==> config.mk <==
export PLATFORM = sky130hd
export DESIGN_NAME = load_store_unit
export DESIGN_NICKNAME = d
export VERILOG_FILES = /design/src/rtl/load_store_unit.sv
export SDC_FILE = /design/constraint.sdc
export NUM_CORES = 1
export LEC_CHECK = 0
export ABC_AREA = 0
export CORE_ASPECT_RATIO = 2
export CORE_MARGIN = 10
export CORE_UTILIZATION = 49
export CTS_CLUSTER_DIAMETER = 120
export DETAILED_ROUTE_END_ITERATION = 8
export PLACE_DENSITY = 0.88
export SYNTH_ARGS = -nofsm -noshare
export SYNTH_HDL_FRONTEND = slang
export SYNTH_SLANG_ARGS = --single-unit
==> constraint.sdc <==
create_clock -name clk -period 3.7 [get_ports clk]
set_input_delay 0.74 -clock clk [delete_from_list [all_inputs] [get_ports clk]]
set_output_delay 0.74 -clock clk [all_outputs]
set_load 0.005 [all_outputs]
==> src/rtl/load_store_unit.sv <==
// RV32I load/store stage: aligns store data onto byte lanes, extracts and extends load data,
// and runs one req/ack memory access per request with an acknowledge timeout.
module load_store_unit #(
    parameter int unsigned ACK_TIMEOUT = 255
) (
    input  logic        clk,
    input  logic        rstN,
    input  logic        start,
    input  logic        isStore,
    input  logic [2:0]  funct3,
    input  logic [31:0] addr,
    input  logic [31:0] storeData,
    output logic        busy,
    output logic        done,
    output logic        error,
    output logic [31:0] loadData,
    output logic        memReq,
    output logic        memWe,
    output logic [31:0] memAddr,
    output logic [3:0]  memWstrb,
    output logic [31:0] memWdata,
    input  logic [31:0] memRdata,
    input  logic        memAck
);

    localparam logic [15:0] TimeoutLast = 16'(ACK_TIMEOUT - 1);

    typedef enum logic [1:0] {StIdle, StAccess, StDone} state_t;

    state_t      r_state;
    logic        r_is_store;
    logic [2:0]  r_funct3;
    logic [1:0]  r_off;
    logic [15:0] r_count;

    logic        w_half;
    logic        w_word;
    logic        w_illegal;
    logic        w_misaligned;
    logic [3:0]  w_wstrb;
    logic [31:0] w_wdata;
    logic [7:0]  w_byte;
    logic [15:0] w_hword;
    logic [31:0] w_load_ext;

    assign w_half = (funct3[1:0] == 2'b01);
    assign w_word = (funct3[1:0] == 2'b10);
    // Stores only accept 000/001/010; loads additionally accept the unsigned 100/101 forms.
    assign w_illegal = isStore ? (funct3[2] || funct3[1:0] == 2'b11)
                               : (funct3[1:0] == 2'b11 || funct3[2:1] == 2'b11);
    assign w_misaligned = (w_half && addr[0]) || (w_word && addr[1:0] != 2'b00);

    always_comb begin
        w_wstrb = 4'b0000;
        w_wdata = 32'h0;
        if (isStore) begin
            case (funct3[1:0])
                2'b00: begin
                    w_wstrb = 4'b0001 << addr[1:0];
                    w_wdata = {4{storeData[7:0]}};
                end
                2'b01: begin
                    w_wstrb = addr[1] ? 4'b1100 : 4'b0011;
                    w_wdata = {2{storeData[15:0]}};
                end
                default: begin
                    w_wstrb = 4'b1111;
                    w_wdata = storeData;
                end
            endcase
        end
    end

    always_comb begin
        w_byte = memRdata[7:0];
        case (r_off)
            2'd0:    w_byte = memRdata[7:0];
            2'd1:    w_byte = memRdata[15:8];
            2'd2:    w_byte = memRdata[23:16];
            default: w_byte = memRdata[31:24];
        endcase
        w_hword = r_off[1] ? memRdata[31:16] : memRdata[15:0];
        case (r_funct3)
            3'b000:  w_load_ext = {{24{w_byte[7]}}, w_byte};
            3'b001:  w_load_ext = {{16{w_hword[15]}}, w_hword};
            3'b100:  w_load_ext = {24'h0, w_byte};
            3'b101:  w_load_ext = {16'h0, w_hword};
            default: w_load_ext = memRdata;
        endcase
    end

    always_ff @(posedge clk or negedge rstN) begin
        if (!rstN) begin
            r_state    <= StIdle;
            r_is_store <= 1'b0;
            r_funct3   <= 3'b000;
            r_off      <= 2'b00;
            r_count    <= 16'h0;
            busy       <= 1'b0;
            done       <= 1'b0;
            error      <= 1'b0;
            loadData   <= 32'h0;
            memReq     <= 1'b0;
            memWe      <= 1'b0;
            memAddr    <= 32'h0;
            memWstrb   <= 4'b0000;
            memWdata   <= 32'h0;
        end else begin
            case (r_state)
                StIdle: begin
                    if (start) begin
                        r_is_store <= isStore;
                        r_funct3   <= funct3;
                        r_off      <= addr[1:0];
                        busy       <= 1'b1;
                        if (w_illegal || w_misaligned) begin
                            r_state  <= StDone;
                            done     <= 1'b1;
                            error    <= 1'b1;
                            loadData <= 32'h0;
                        end else begin
                            r_state  <= StAccess;
                            r_count  <= 16'h0;
                            memReq   <= 1'b1;
                            memWe    <= isStore;
                            memAddr  <= {addr[31:2], 2'b00};
                            memWstrb <= w_wstrb;
                            memWdata <= w_wdata;
                        end
                    end
                end
                StAccess: begin
                    // An acknowledge in the final allowed cycle still wins over the timeout.
                    if (memAck || r_count == TimeoutLast) begin
                        r_state  <= StDone;
                        done     <= 1'b1;
                        error    <= !memAck;
                        loadData <= (memAck && !r_is_store) ? w_load_ext : 32'h0;
                        memReq   <= 1'b0;
                        memWe    <= 1'b0;
                        memWstrb <= 4'b0000;
                    end else begin
                        r_count <= r_count + 16'd1;
                    end
                end
                StDone: begin
                    r_state <= StIdle;
                    done    <= 1'b0;
                    busy    <= 1'b0;
                end
                default: r_state <= StIdle;
            endcase
        end
    end

endmodule

==> results.md <==
- CTS clk-pin slew, worst paths: about 60 ps
- Via density: 5.62
- Critical Path AT: 3580 ps
- RePlAce Congestion: 0.874
- # IOs: 209
- Antenna violations before repair: 0
- Total core area: around 12000 um^2
- Final wirelength: between 20000 and 25000 um
- Pwr dens: about 700 nW/um^2
- Die Ht: 178 um
- Gr ovfl total: 0
- Worst path cell trace: clkdlybuf4s50_1, or4_1, nand2_1, nor2_1, o21ai_2, inv_1, o32a_1
- Via Count: 5549
- Worst-margin pin slew: 1180 ps
- Final hold violations: 0
- Ys flop type: dfrtp_1
- Drc violations: 0
- Post-layout minimum cycle time: 3290 ps
- H-tree depth: 4
- Combinational power share: 36.6%
- Worst Setup SP: funct3[2]
- Die area: 17500 um^2
- Critical Path Sink Type: flip-flop
- Final hold slack: 391 ps
- Peak VDD IR: 0.564 mV
- Internal power: 0.00421 W
- Share of flip-flops with an asynchronous set or reset: 100%
- Final period utilization: between 80% and 90%
- CP required: 3990 ps
- Max-cap viol count: 0
- Iter 0 DRT Violations: 349
- Max incr delay on CP: 900 ps
- Diodes inserted: 0
- Kind of critical path: in2reg
- First-pass GRT wire length: ~32000 um
- Synth Register Bits: 127
- Synth-to-layout area growth: 45.7%
- Leakage: 3.94 nW
- Reg2reg setup slack: 500 ps
- IO buf count: 206
- Pre-Repair DR Iteration Count: 5
- Ys Warns: 0
- Critical R2R Launch: r_count[0]
- Sw Ratio: 32.3%
- GR Util All Layers: between 20% and 30%
- # setup viols final: 0
- CTS Sinks: between 100 and 150
- P_sw: 0.00201 W
- Clock Path Buffers: 2
- Slowest CP cell: o21ai_2
- Vias in the first global route: 5906
- RSZ-0062 raised after global routing: no
- Clock Power Share: 27.2%
- Mapped Cells: 632
- CTS tree: built
- Row count: between 50 and 60
- Crit path launch type: input port
- Max Transition Viols Final: 0
- Synth cell types: 57
- Seq pwr share: 36.2%
- Worst Hold Class: in2async
- Post-CTS Resized: 0
- Skew final: 12.6 ps
- Die X-Extent: 98.8 um
- Total negative setup slack: 0 ps
- Nets: 933
- Mean Syn Cell Area: slightly below 10 um^2
- Slew HR: 21.4%
- DP HPWL: 15300 um
- Hold_buf cts: 0
- F_max: just over 300 MHz
- Critical R2R Capture: loadData[12]
- Post-synth EDFFs: 0
- Outcome: finished clean
- Wire per inst: 20.6 um
- Setup repair bufs after CTS: 0
- Root Buffer: clkbuf_16
- CP endpoint: error
- CP Max Fanout: 28
- Clock Latency Late Sink: 420 ps
- Worst r2r path cells: 7
- Seq/Total Area, Yosys: 52.3%
- Number of buffers created by CTS: 17
- Mapped cell area: 6080 um^2
- Initial Utilization: 50.1%
- Pin count of the biggest net entering global routing: 72
- DRT antenna net count: 0
- Share of cells above drive strength 1: 8.93%
cells by family after synthesis:
family	after synthesis	synth area share, %
AND/OR/NAND/NOR	249	18.0
other	1	0.0617
multiplexers	42	7.41
buffers and inverters	61	4.18
flip-flops	127	52.3
adder cells (fa/ha/maj)	2	0.412
AO/OA/AOI/OAI	143	16.6
XOR/XNOR	7	1.01
worst min-delay path by stage:
stage | start | to | cells past startpoint
after floorplan | rstN | busy | 0
after global placement | memAddr[24] | memAddr[24] | 2
after detailed placement | memAddr[25] | memAddr[25] | 2
after CTS | rstN | loadData[5] | 1
after global routing | rstN | loadData[5] | 1
final | rstN | loadData[17] | 1
power groups by stage:
| stage | registers (W) | clock network [W] | logic [W] |
|---|---|---|---|
| finish | 0.00225 | 0.00169 | 0.00228 |
| detailed placement | 0.00226 | 0 | 0.00228 |
| floorplan | 0.00219 | 0 | 0.000922 |
| CTS | 0.00224 | 0.00171 | 0.00230 |
| global route | 0.00230 | 0.00177 | 0.00247 |
| global placement | 0.00223 | 0 | 0.00220 |
synth_stat cells, types with 9 or more instances:
master	count	share of area [%]
mux2i_1	18	3.0
o21ai_0	41	3.4
dfrtp_1	127	52
nand2b_1	23	2.4
nand2_1	172	11
nor2_1	17	1.0
a22o_1	29	4.2
mux2_2	24	4.4
nand3_1	9	0.74
inv_1	16	0.99
a21oi_1	23	1.9
clkbuf_1	35	2.2
flip-flops by register name, summed over array words and instances, names as in the netlist:
signal / cells
r_off: 2
r_count: 16
error: 1
r_funct3: 3
busy: 1
loadData: 32
done: 1
memAddr: 30
memWstrb: 4
r_is_store: 1
memWe: 1
memWdata: 32
memReq: 1
r_state: 2
cell usage in the layout, fill, tap and decap left out, types with 7 or more instances in the layout:
master / n
xnor2_1: 7
a21oi_1: 23
clkbuf_16: 17
a22o_1: 29
nor2_1: 17
o21ai_0: 41
clkdlybuf4s50_1: 205
a221o_1: 7
mux2i_1: 18
nand3_1: 9
nand2b_1: 23
dfrtp_1: 127
buf_4: 13
nand2_1: 172
mux2_2: 24
inv_1: 16
per-stage QoR:
| step | worst slack [ps] | std cells | area [um^2] | util, % | total power [W] |
|---|---|---|---|---|---|
| floorplan | 1300 | 633 | 6080 | - | 0.00311 |
| global placement | 206 | 955 | 8260 | 68.1 | 0.00443 |
| detailed placement | 80.7 | 955 | 8260 | 68.1 | 0.00454 |
| CTS | 472 | 987 | 8860 | 73.1 | 0.00625 |
| global route | 249 | 987 | 8860 | 73.1 | 0.00654 |
| finish | 415 | 987 | 8860 | 73.1 | 0.00622 |
routing by layer:
layer | vias up | track usage (%) | share of wire, % | routed length [um]
met1 | 2675 | 23.1 | 35 | 7120
met4 | 0 | 9.30 | 3.0 | 608
li1 | 2572 | - | - | -
met2 | 257 | 40.7 | 54 | 11000
met5 | - | 0 | 0 | 0
met3 | 45 | 7.67 | 7.7 | 1570
final cells by class:
| type | instances | area [um^2] |
|---|---|---|
| clock inverters | 11 | 130 |
| repair buffers | 219 | 2170 |
| well taps | 147 | 184 |
| inverters | 17 | 63.8 |
| multi-input cells | 445 | 2660 |
| fillers | 865 | 3260 |
| flip-flops and latches | 127 | 3180 |
| clock buffers | 21 | 470 |
critical path, delay by kind of cell:
family                 cells  cell delay, ps
and+or+nand+nor            3             800
AOI/OAI and AO/OA          2            1170
buffers and inverters      2             860
No activity file was read; power rests on OpenSTA's default activity.
